[src/rtl/switch_debounce_in.sv]
// switch_debounce_in
// Synchronises and debounces a bank of board pushbuttons / DIP switches.
// Each channel has a four-state debounce FSM. It presents a clean pressed
// level plus single-cycle press, release and long-press pulses.

module switch_debounce_in #(
   parameter int NUM_IN          = 4,
   parameter int ACTIVE_LOW      = 1,
   parameter int DEBOUNCE_CYCLES = 532000,
   parameter int CNT_W           = 20,
   parameter int LONG_TICKS      = 100
) (
   input  logic              clk1,
   input  logic              rstn,
   input  logic [NUM_IN-1:0] sw_raw,
   output logic [NUM_IN-1:0] sw_level,
   output logic [NUM_IN-1:0] sw_press,
   output logic [NUM_IN-1:0] sw_release,
   output logic [NUM_IN-1:0] sw_long
);

   typedef enum logic [1:0] {
      RELEASED,
      CONFIRM_PRESS,
      PRESSED,
      CONFIRM_RELEASE
   } chanState_e;

   localparam logic [CNT_W-1:0]  CNT_LAST   = CNT_W'(DEBOUNCE_CYCLES - 1);
   localparam logic [7:0]        TICKS_LAST = 8'(LONG_TICKS);
   localparam logic [NUM_IN-1:0] RAW_IDLE   = (ACTIVE_LOW != 0) ? '1 : '0;

   logic [NUM_IN-1:0] syncMeta_q;
   logic [NUM_IN-1:0] syncOut_q;
   logic [NUM_IN-1:0] pressedNow;

   chanState_e        state_q [NUM_IN];
   logic [CNT_W-1:0]  cnt_q   [NUM_IN];
   logic [7:0]        ticks_q [NUM_IN];

   logic [NUM_IN-1:0] level_q;
   logic [NUM_IN-1:0] press_q;
   logic [NUM_IN-1:0] release_q;
   logic [NUM_IN-1:0] long_q;

   // Two-flop synchroniser. It idles at the unpressed pin level so that reset does not look like a press.
   always_ff @(posedge clk1 or negedge rstn) begin
      if (!rstn) begin
         syncMeta_q <= RAW_IDLE;
         syncOut_q  <= RAW_IDLE;
      end else begin
         syncMeta_q <= sw_raw;
         syncOut_q  <= syncMeta_q;
      end
   end

   // Normalise the pin polarity so that 1 always means pressed from here on.
   assign pressedNow = (ACTIVE_LOW != 0) ? ~syncOut_q : syncOut_q;

   // Per-channel debounce FSM. In PRESSED, cnt is reused as the long-press prescaler.
   always_ff @(posedge clk1 or negedge rstn) begin
      if (!rstn) begin
         for (int i = 0; i < NUM_IN; i++) begin
            state_q[i] <= RELEASED;
            cnt_q[i]   <= '0;
            ticks_q[i] <= '0;
         end
         level_q   <= '0;
         press_q   <= '0;
         release_q <= '0;
         long_q    <= '0;
      end else begin
         press_q   <= '0;
         release_q <= '0;
         long_q    <= '0;
         for (int i = 0; i < NUM_IN; i++) begin
            case (state_q[i])
               RELEASED: begin
                  if (pressedNow[i]) begin
                     state_q[i] <= CONFIRM_PRESS;
                     cnt_q[i]   <= '0;
                  end
               end
               CONFIRM_PRESS: begin
                  if (!pressedNow[i]) begin
                     state_q[i] <= RELEASED;
                  end else if (cnt_q[i] == CNT_LAST) begin
                     state_q[i] <= PRESSED;
                     level_q[i] <= 1'b1;
                     press_q[i] <= 1'b1;
                     cnt_q[i]   <= '0;
                     ticks_q[i] <= '0;
                  end else begin
                     cnt_q[i] <= cnt_q[i] + 1'b1;
                  end
               end
               PRESSED: begin
                  if (!pressedNow[i]) begin
                     state_q[i] <= CONFIRM_RELEASE;
                     cnt_q[i]   <= '0;
                  end else if (cnt_q[i] == CNT_LAST) begin
                     cnt_q[i] <= '0;
                     if (ticks_q[i] != TICKS_LAST) begin
                        ticks_q[i] <= ticks_q[i] + 8'd1;
                        if (ticks_q[i] + 8'd1 == TICKS_LAST) begin
                           long_q[i] <= 1'b1;
                        end
                     end
                  end else begin
                     cnt_q[i] <= cnt_q[i] + 1'b1;
                  end
               end
               CONFIRM_RELEASE: begin
                  if (pressedNow[i]) begin
                     state_q[i] <= PRESSED;
                     cnt_q[i]   <= '0;
                  end else if (cnt_q[i] == CNT_LAST) begin
                     state_q[i]   <= RELEASED;
                     level_q[i]   <= 1'b0;
                     release_q[i] <= 1'b1;
                     cnt_q[i]     <= '0;
                  end else begin
                     cnt_q[i] <= cnt_q[i] + 1'b1;
                  end
               end
               default: begin
                  state_q[i] <= RELEASED;
                  cnt_q[i]   <= '0;
               end
            endcase
         end
      end
   end

   assign sw_level   = level_q;
   assign sw_press   = press_q;
   assign sw_release = release_q;
   assign sw_long    = long_q;

endmodule

[config.mk]
export PLATFORM = sky130hd
export DESIGN_NAME = switch_debounce_in
export DESIGN_NICKNAME = d
export VERILOG_FILES = /design/src/rtl/switch_debounce_in.sv
export SDC_FILE = /design/constraint.sdc
export NUM_CORES = 1
export LEC_CHECK = 0
export ABC_AREA = 1
export BUFFER_PORTS_ARGS = -buffer_cell sky130_fd_sc_hd__buf_2
export CAP_MARGIN = 15
export CORE_AREA = 4 4 163 165
export CTS_CLUSTER_SIZE = 14
export DETAILED_ROUTE_END_ITERATION = 16
export DIE_AREA = 0 0 167 169
export PLACE_DENSITY = 0.52
export SYNTH_ARGS = -nofsm -noshare
export SYNTH_HDL_FRONTEND = slang
export SYNTH_SLANG_ARGS = --single-unit
[constraint.sdc]
create_clock -name clk1 -period 1.95 [get_ports clk1]
set_clock_uncertainty 0.05 [all_clocks]
set_input_delay 0 -clock clk1 [delete_from_list [all_inputs] [get_ports clk1]]
set_output_delay 0 -clock clk1 [all_outputs]
set_load 0.05 [all_outputs]
==> report_table.html, run 1 <==
<table>
<tr><th>Metric</th><th>Value</th></tr>
<tr><th colspan="2">Place</th></tr>
<tr><td>Final weighted congestion in routability-driven placement</td><td>a little over 0.8</td></tr>
<tr><td>IO Port Bufs</td><td>21</td></tr>
<tr><td>Post-detailed-placement half-perimeter wirelength</td><td>13290 um</td></tr>
<tr><td>Pre-CTS setup slack</td><td>0.07518 ns</td></tr>
<tr><th colspan="2">STA</th></tr>
<tr><td>Number of failing setup endpoints in the final timing report</td><td>0</td></tr>
<tr><td>Max Clock Freq</td><td>556.5 MHz</td></tr>
<tr><td>Setup tns final</td><td>0 ns</td></tr>
<tr><td>Share of the clock period used by the worst path after layout</td><td>0.9215</td></tr>
<tr><td>Final count of pins violating max slew</td><td>0</td></tr>
<tr><td>Normalized max-slew margin</td><td>0.6953</td></tr>
<tr><td>Worst-Margin Slew</td><td>0.4536 ns</td></tr>
<tr><td>RSZ-0062 raised after global routing</td><td>no</td></tr>
<tr><td>Final hold violation count</td><td>0</td></tr>
<tr><td>Post-route worst setup slack</td><td>0.1532 ns</td></tr>
<tr><td>Final worst path period need</td><td>1.797 ns</td></tr>
<tr><th colspan="2">Floorplanning</th></tr>
<tr><td>DIE AREA</td><td>28220 um^2</td></tr>
<tr><td>Overall die width</td><td>167 um</td></tr>
<tr><td>Boundary Pins</td><td>22</td></tr>
<tr><td>Initial standard-cell utilization of the core</td><td>0.3356</td></tr>
<tr><td>Height of the chip</td><td>169 um</td></tr>
<tr><td>Placeable core area</td><td>25040 um^2</td></tr>
<tr><td>Number of rows created at floorplan</td><td>58</td></tr>
<tr><th colspan="2">GRT</th></tr>
<tr><td>Overall track demand over capacity in global routing</td><td>0.1324</td></tr>
<tr><td>Number of global-route vias before repair</td><td>6729</td></tr>
<tr><td>First-pass GRT wire length</td><td>31660 um</td></tr>
<tr><td>Grt total ovfl</td><td>0</td></tr>
<tr><td>Pin count of the biggest net entering global routing</td><td>43</td></tr>
<tr><td>Number of antenna violations at the first check in global routing</td><td>0</td></tr>
<tr><th colspan="2">Logic synthesis</th></tr>
<tr><td>Area share of the leading cell type in the synthesized netlist</td><td>0.4050</td></tr>
<tr><td>Distinct cell type count of the synthesized netlist</td><td>46</td></tr>
<tr><td>Largest area contributor in the netlist</td><td>dfrtp_1</td></tr>
<tr><td>Warnings, synthesis</td><td>0</td></tr>
<tr><td>Avg Synthesized Cell Area</td><td>~7.6 um^2</td></tr>
<tr><td>Post-synthesis sequential area ratio</td><td>0.4300</td></tr>
<tr><td>Main area contributors after synthesis</td><td>dfrtp_1, nand2_1, inv_1</td></tr>
<tr><td>Number of instances in the synthesized netlist</td><td>1111</td></tr>
<tr><td>Net Count, Synth</td><td>1133</td></tr>
<tr><td>Number of flip-flops and latches in the synthesized netlist</td><td>144</td></tr>
<tr><td>Post-synthesis instance area</td><td>8403 um^2</td></tr>
<tr><th colspan="2">Critical path</th></tr>
<tr><td>Critical path, cell by cell</td><td>ha_1 &gt; nand2_1 &gt; nor2_2 &gt; nand3_1 &gt; nor2_2 &gt; nand3_4 &gt; o21ai_0 &gt; inv_1</td></tr>
<tr><td>Worst r2r path cells</td><td>8</td></tr>
<tr><td>Cell with the most instances on the worst path</td><td>nor2_2</td></tr>
<tr><td>Crit path required time</td><td>approximately 2.2 ns</td></tr>
<tr><td>Crit Path Max Fanout</td><td>10</td></tr>
<tr><td>Worst setup path category</td><td>flip-flop to flip-flop</td></tr>
<tr><td>Worst Path Arrival</td><td>2.05 ns</td></tr>
<tr><td>Critical Path Slowest Stage Cell</td><td>dfrtp_1</td></tr>
<tr><td>Type of element capturing the critical path</td><td>flip-flop</td></tr>
<tr><td>Slowest stage delay, CP</td><td>0.38 ns</td></tr>
<tr><td>Critical path startpoint category</td><td>flip-flop</td></tr>
<tr><th colspan="2">Clocking</th></tr>
<tr><td>Clock network latency to the later pin of the worst-skew pair</td><td>0.42 ns</td></tr>
<tr><td>Total number of H-tree levels</td><td>4</td></tr>
<tr><td>Clock Sinks</td><td>approximately 140</td></tr>
<tr><td>Clock input transition at the sequential cells of the worst setup and hold paths</td><td>about 0.060 ns</td></tr>
<tr><td>Number of buffers inserted to repair setup after CTS</td><td>0</td></tr>
<tr><td>CTS tree</td><td>built</td></tr>
<tr><td>Max clock buf depth</td><td>2</td></tr>
<tr><td>Total clock buffers created by CTS</td><td>17</td></tr>
<tr><td>CTS root buf</td><td>clkbuf_16</td></tr>
<tr><th colspan="2">Layout</th></tr>
<tr><td>Most frequent standard cell in the layout excluding fill and tap cells</td><td>nand2_1</td></tr>
<tr><td>Ant diodes</td><td>0</td></tr>
<tr><td>Final net count</td><td>1193</td></tr>
<tr><td>Growth of design area from synthesis to finish</td><td>16.33%</td></tr>
<tr><td>Ratio of cells with drive above 1 in the final layout</td><td>0.1402</td></tr>
<tr><td>Commonest cells after routing, fill and taps aside</td><td>nand2_1, inv_1, dfrtp_1</td></tr>
<tr><th colspan="2">Status</th></tr>
<tr><td>Result of the run</td><td>complete, no violations</td></tr>
<tr><th colspan="2">Pwr</th></tr>
<tr><td>Power per standard cell area</td><td>946.7 nW/um^2</td></tr>
<tr><td>P_leak</td><td>4.474 nW</td></tr>
<tr><td>Peak ir drop on the vdd network</td><td>536.1 uV</td></tr>
<tr><th colspan="2">Worst hold path</th></tr>
<tr><td>Worst hold path class</td><td>input pin to asynchronous set/reset pin</td></tr>
<tr><th colspan="2">Route</th></tr>
<tr><td>Routed WL per cell</td><td>11.84 um</td></tr>
<tr><td>Detailed Routing Iterations Pass 1</td><td>5</td></tr>
<tr><td>Vias per std cell</td><td>4.593</td></tr>
<tr><td>Number of DRC markers in iteration 0</td><td>431</td></tr>
<tr><td>Number of routed nets with antenna violations</td><td>0</td></tr>
<tr><td>Post-route DRC</td><td>0</td></tr>
<tr><td>Wire length after detailed routing</td><td>17930 um</td></tr>
<tr><td>Total via count in the routed design</td><td>6954</td></tr>
<tr><th colspan="2">Job</th></tr>
<tr><td>Count of max-cap constraint violations</td><td>0</td></tr>
</table>
[where the power goes]
part / switching, mW / leakage (nW) / internal [mW] / total (mW)
Sequential: 0.239 / 1.96 / 3.21 / 3.45
Combinational: 1.60 / 2.21 / 0.710 / 2.31
Clock: 1.28 / 0.304 / 2.21 / 3.49
[flip-flops by register name, summed over array words and instances, names as in the netlist, named ones only]
| name | count |
|---|---|
| cnt_q | 80 |
| ticks_q | 32 |
| state_q | 4 |
| sw_level | 4 |
| sw_long | 4 |
| sw_press | 4 |
| sw_release | 4 |
| syncMeta_q | 4 |
| syncOut_q | 4 |
[critical path, delay by kind of cell (launching register included)]
family | cells | cell delay [ns]
buffers and inverters | 1 | 0.06
AO/OA/AOI/OAI | 1 | 0.18
flip-flops | 1 | 0.38
AND/OR/NAND/NOR | 5 | 0.79
adder cells (fa/ha/maj) | 1 | 0.22
[cell families (layout without fill, tap and decap cells)]
kind of cell / after synthesis / count (layout) / share of synthesized area
simple gates: 618 / 618 / 0.3465
flops: 144 / 144 / 0.4300
compound gates: 113 / 113 / 0.07207
buf+inv: 176 / 249 / 0.08174
xor+xnor: 44 / 44 / 0.04586
fa+ha+maj: 16 / 16 / 0.02382
[layer usage]
layer  share of wire  global-route usage
met1            0.50              0.1813
met2            0.46              0.2131
met3           0.026             0.02709
met4           0.011             0.03878
met5               0                   0
[Yosys cell counts (all sizes together)]
master    n
a21oi    23
clkinv    1
nor4      2
o22ai     5
nor3b     3
dfstp     8
clkbuf    1
o21ai    76
xor2     34
and3      2
nor2    152
a22oi     1
buf       8
xnor2    10
o31ai     3
nand3b    4
dfrtp   136
a31oi     2
ha       16
nand3    87
o21bai    1
or2       7
a31o      1
nor3     53
nand2   269
inv     166
a41oi     1
nand4    39
[final cells by class]
| type | count | area [um^2] |
|---|---|---|
| Sequential cell | 144 | 3615 |
| Fill cell | 2566 | 15260 |
| Clock inverter | 10 | 160.2 |
| Clock buffer | 22 | 464.2 |
| Tap cell | 330 | 412.9 |
| Inverter | 167 | 626.9 |
| Multi-Input combinational cell | 791 | 4130 |
| Timing Repair Buffer | 50 | 366.6 |
[per-stage QoR]
step / power [mW] / util / area (um^2) / std cells / hold WS, ns
5_1_grt: 9.894 / 0.3905 / 9776 / 1514 / 0.04798
3_3_place_gp: 5.801 / 0.3624 / 9072 / 1477 / -0.09231
6_report: 9.255 / 0.3905 / 9776 / 1514 / 0.01313
2_1_floorplan: 5.094 / - / 8403 / 1111 / -0.3456
4_1_cts: 9.377 / 0.3893 / 9747 / 1514 / 0.01725
3_5_place_dp: 5.797 / 0.3624 / 9072 / 1477 / -0.08634
[what timing repair did]
item                       CTS  global route
hold buffers                 5             0
hold endpoints to repair   140             0
gates resized for setup      0             7
setup endpoints to repair    0            27
[path summary, 6_finish.rpt]
kind	slack, ns	startpoint	end
min in group clk1	0.18	sw_raw[1]	syncMeta_q[1]$_DFF_PN1_
max in group asynchronous	1.14	rstn	syncOut_q[0]$_DFF_PN1_
worst min register to register	0.30	syncMeta_q[2]$_DFF_PN1_	syncOut_q[2]$_DFF_PN1_
worst max-delay path	0.15	cnt_q[60]$_DFFE_PN0P_	ticks_q[24]$_DFFE_PN0P_
worst max register to register	0.15	cnt_q[60]$_DFFE_PN0P_	ticks_q[24]$_DFFE_PN0P_
worst min-delay path	0.01	rstn	ticks_q[8]$_DFFE_PN0P_
Power figures use the tool's default switching activity.
==> inputs of run 2 (changes only) <==
--- a/config.mk
+++ b/config.mk
@@ -10,6 +10,6 @@
 export CAP_MARGIN = 15
-export CORE_AREA = 4 4 163 165
+export CORE_AREA = 4 4 117 230
 export CTS_CLUSTER_SIZE = 14
 export DETAILED_ROUTE_END_ITERATION = 16
-export DIE_AREA = 0 0 167 169
+export DIE_AREA = 0 0 121 234
 export PLACE_DENSITY = 0.52
==> constraint.sdc (replaced) <==
create_clock -name clk1 -period 1.95 [get_ports clk1]
set_clock_uncertainty 0.05 [all_clocks]
set_input_delay 0.2925 -clock clk1 [delete_from_list [all_inputs] [get_ports clk1]]
set_output_delay 0.2925 -clock clk1 [all_outputs]
set_load 0.05 [all_outputs]
==> run 2 against run 1 <==
Compared with the run above:
- combinational power grew 4%
- sequential share of layout area shrank 0.48 points
- global-route usage is 2.4 points higher
- via count rose by 4.6%
- die area is 0.32% higher
- critical path depth down 1
- final area up 1.3%
- worst setup slack better by 0.041 ns
- sequential cell count stayed put
- largest cell class unchanged
- clock-buffer cell count fell by 4
- maximum frequency rose by 2.3%
- critical endpoint is now ticks_q[5]$_DFFE_PN0P_
==> report_table.html, run 2 (synthesized netlist as in run 1, its figures left out) <==
<table>
<tr><th>Metric</th><th>Value</th></tr>
<tr><th colspan="2">Layout</th></tr>
<tr><td>Number of flip-flops in the largest register</td><td>80</td></tr>
<tr><td>Ratio of cells with drive above 1 in the final layout</td><td>0.1497</td></tr>
<tr><td>Fill cell total of the finished layout</td><td>roughly 2600</td></tr>
<tr><td>Ant diodes</td><td>0</td></tr>
<tr><td>Commonest cells after routing, fill and taps aside</td><td>nand2_1, inv_1, dfrtp_1</td></tr>
<tr><td>Count of non-filler cells in the finished layout</td><td>1525</td></tr>
<tr><td>Final core utilization</td><td>0.3938</td></tr>
<tr><td>Most frequent standard cell in the layout excluding fill and tap cells</td><td>nand2_1</td></tr>
<tr><td>Growth of design area from synthesis to finish</td><td>17.81%</td></tr>
<tr><td>Multi-input gate area</td><td>4143 um^2</td></tr>
<tr><td>Top Registers</td><td>cnt_q x80, ticks_q x32</td></tr>
<tr><td>Most flops, register</td><td>cnt_q</td></tr>
<tr><td>Area of all sequential standard cells</td><td>~3600 um^2</td></tr>
<tr><td>Final net count</td><td>roughly 1200</td></tr>
<tr><th colspan="2">Job</th></tr>
<tr><td>Count of max-cap constraint violations</td><td>0</td></tr>
<tr><th colspan="2">Floorplanning</th></tr>
<tr><td>Placeable core area</td><td>25140 um^2</td></tr>
<tr><td>Boundary Pins</td><td>22</td></tr>
<tr><td>DIE AREA</td><td>28310 um^2</td></tr>
<tr><td>Height of the chip</td><td>234 um</td></tr>
<tr><td>Number of rows created at floorplan</td><td>82</td></tr>
<tr><td>Overall die width</td><td>121 um</td></tr>
<tr><td>Initial standard-cell utilization of the core</td><td>0.3343</td></tr>
<tr><th colspan="2">Critical path</th></tr>
<tr><td>Largest delay share family, worst path</td><td>simple AND/OR/NAND/NOR gates</td></tr>
<tr><td>Worst Path Arrival</td><td>2.06 ns</td></tr>
<tr><td>Count of buffer and inverter cells on the critical path</td><td>2</td></tr>
<tr><td>Slowest stage delay, CP</td><td>0.39 ns</td></tr>
<tr><td>Critical path startpoint category</td><td>flip-flop</td></tr>
<tr><td>Critical path, cell by cell</td><td>ha_1 &gt; nand4_2 &gt; inv_2 &gt; nand3_1 &gt; inv_1 &gt; nand3_1 &gt; o21ai_0</td></tr>
<tr><td>Crit Path Max Fanout</td><td>5</td></tr>
<tr><td>Critical Path Slowest Stage Cell</td><td>dfrtp_1</td></tr>
<tr><td>Crit path required time</td><td>~2.3 ns</td></tr>
<tr><td>Cell with the most instances on the worst path</td><td>nand3_1</td></tr>
<tr><td>Type of element capturing the critical path</td><td>flip-flop</td></tr>
<tr><td>Worst setup path category</td><td>flip-flop to flip-flop</td></tr>
<tr><th colspan="2">Clocking</th></tr>
<tr><td>CTS root buf</td><td>clkbuf_16</td></tr>
<tr><td>Clock network latency to the later pin of the worst-skew pair</td><td>0.45 ns</td></tr>
<tr><td>Clock Sinks</td><td>144</td></tr>
<tr><td>Total number of H-tree levels</td><td>4</td></tr>
<tr><td>Clock input transition at the sequential cells of the worst setup and hold paths</td><td>0.06 ns</td></tr>
<tr><td>CTS tree</td><td>built</td></tr>
<tr><td>Max clock buf depth</td><td>2</td></tr>
<tr><td>Total clock buffers created by CTS</td><td>17</td></tr>
<tr><th colspan="2">Pwr</th></tr>
<tr><td>P_leak</td><td>4.525 nW</td></tr>
<tr><td>Peak ir drop on the vdd network</td><td>651.8 uV</td></tr>
<tr><td>Net switching power of the design</td><td>3.293 mW</td></tr>
<tr><td>Combinational Power Share</td><td>0.251</td></tr>
<tr><td>Power per standard cell area</td><td>966.1 nW/um^2</td></tr>
<tr><td>Final total power</td><td>9.563 mW</td></tr>
<tr><td>Fraction of power spent switching nets</td><td>0.3444</td></tr>
<tr><td>Share of power burned in the clock network</td><td>0.388</td></tr>
<tr><td>Part of the power in registers</td><td>0.361</td></tr>
<tr><td>Internal power of the cells</td><td>6.270 mW</td></tr>
<tr><th colspan="2">GRT</th></tr>
<tr><td>Number of global-route vias before repair</td><td>7605</td></tr>
<tr><td>First-pass GRT wire length</td><td>34990 um</td></tr>
<tr><td>Overall track demand over capacity in global routing</td><td>0.1563</td></tr>
<tr><td>Number of antenna violations at the first check in global routing</td><td>0</td></tr>
<tr><td>Grt total ovfl</td><td>0</td></tr>
<tr><td>Pin count of the biggest net entering global routing</td><td>47</td></tr>
<tr><th colspan="2">Route</th></tr>
<tr><td>Number of routed nets with antenna violations</td><td>0</td></tr>
<tr><td>Detailed Routing Iterations Pass 1</td><td>4</td></tr>
<tr><td>Routed WL per cell</td><td>13.55 um</td></tr>
<tr><td>Vias per std cell</td><td>approximately 4.8</td></tr>
<tr><td>Wire length after detailed routing</td><td>20670 um</td></tr>
<tr><td>Number of DRC markers in iteration 0</td><td>roughly 280</td></tr>
<tr><td>Post-route DRC</td><td>0</td></tr>
<tr><td>Total via count in the routed design</td><td>7275</td></tr>
<tr><th colspan="2">STA</th></tr>
<tr><td>RSZ-0062 raised after global routing</td><td>no</td></tr>
<tr><td>Max Clock Freq</td><td>569.5 MHz</td></tr>
<tr><td>Final count of pins violating max slew</td><td>0</td></tr>
<tr><td>Normalized max-slew margin</td><td>0.6712</td></tr>
<tr><td>Setup tns final</td><td>0 ns</td></tr>
<tr><td>Post-route worst setup slack</td><td>0.1941 ns</td></tr>
<tr><td>Worst-Margin Slew</td><td>roughly 0.49 ns</td></tr>
<tr><td>Final worst path period need</td><td>1.756 ns</td></tr>
<tr><td>Final hold violation count</td><td>0</td></tr>
<tr><td>Share of the clock period used by the worst path after layout</td><td>0.9005</td></tr>
<tr><td>Number of failing setup endpoints in the final timing report</td><td>0</td></tr>
<tr><th colspan="2">Worst hold path</th></tr>
<tr><td>Worst hold path class</td><td>flip-flop to flip-flop</td></tr>
<tr><th colspan="2">Place</th></tr>
<tr><td>Pre-CTS setup slack</td><td>0.07876 ns</td></tr>
<tr><td>IO Port Bufs</td><td>21</td></tr>
<tr><td>Post-detailed-placement half-perimeter wirelength</td><td>16220 um</td></tr>
<tr><td># placed instances</td><td>around 1500</td></tr>
<tr><td>Final weighted congestion in routability-driven placement</td><td>0.8544</td></tr>
<tr><th colspan="2">Status</th></tr>
<tr><td>Result of the run</td><td>complete, no violations</td></tr>
</table>
-- run 2: cell count changes in the layout (fill, tap and decap cells not counted), sizes merged --
cell,before,now
buf,45,50
clkbuf,22,18
inv,167,171
bufinv,4,5
clkinvlp,1,0
-- run 2: final cells by class --
class	count	share of cell area
well taps	336	0.04247
clock buffers	18	0.04436
multi-input cells	791	0.4185
repair buffers	55	0.04335
clock inverters	14	0.02275
flip-flops and latches	144	0.3650
inverters	167	0.06357
-- run 2: path summary, 6_finish.rpt --
kind	slack (ns)	to	start	cells after the start
max	0.19	ticks_q[5]$_DFFE_PN0P_	cnt_q[0]$_DFFE_PN0P_	7
min	0.30	syncOut_q[2]$_DFF_PN1_	syncMeta_q[2]$_DFF_PN1_	0
max reg2reg	0.19	ticks_q[5]$_DFFE_PN0P_	cnt_q[0]$_DFFE_PN0P_	7
min reg2reg	0.30	syncOut_q[2]$_DFF_PN1_	syncMeta_q[2]$_DFF_PN1_	0
max in group asynchronous	0.92	syncMeta_q[0]$_DFF_PN1_	rstn	3
min in group asynchronous	0.32	ticks_q[8]$_DFFE_PN0P_	rstn	2
-- run 2: power groups by stage --
| stage | registers, mW | clock network, mW | logic, mW |
|---|---|---|---|
| after CTS | 3.45 | 3.83 | 2.43 |
| after floorplan | 3.45 | 0 | 1.65 |
| after detailed placement | 3.50 | 0 | 2.42 |
| after global routing | 3.49 | 3.94 | 2.76 |
| after global placement | 3.50 | 0 | 2.40 |
| final | 3.45 | 3.71 | 2.40 |
-- run 2: repair_timing --
action,CTS,global route
hold buffers,5,0
hold endpoints to repair,42,0
setup buffers,0,1
setup endpoints to repair,0,27
gates resized for setup,0,15
-- run 2: worst reg2reg max path, delay by kind of cell (launching register included) --
kind,cells,cell delay [ns]
buffers and inverters,2,0.27
AO/OA/AOI/OAI,1,0.21
flip-flops,1,0.39
adder cells (fa/ha/maj),1,0.25
AND/OR/NAND/NOR,3,0.51
-- run 2: per-stage QoR --
stage	hold slack, ns	cell area, um^2
final	0.3048	9899
after global routing	0.3097	9899
after CTS	0.3059	9849
after detailed placement	0.2378	9135
after global placement	0.2375	9135
after floorplan	-0.05309	8403
-- run 2: per-layer routing --
metal / up-vias / GRT usage / part of all wire
li1: 3703 / - / -
met2: 99 / 0.3181 / 0.59
met5: - / 0 / 0
met3: 60 / 0.02921 / 0.024
met1: 3413 / 0.1380 / 0.34
met4: 0 / 0.08688 / 0.041
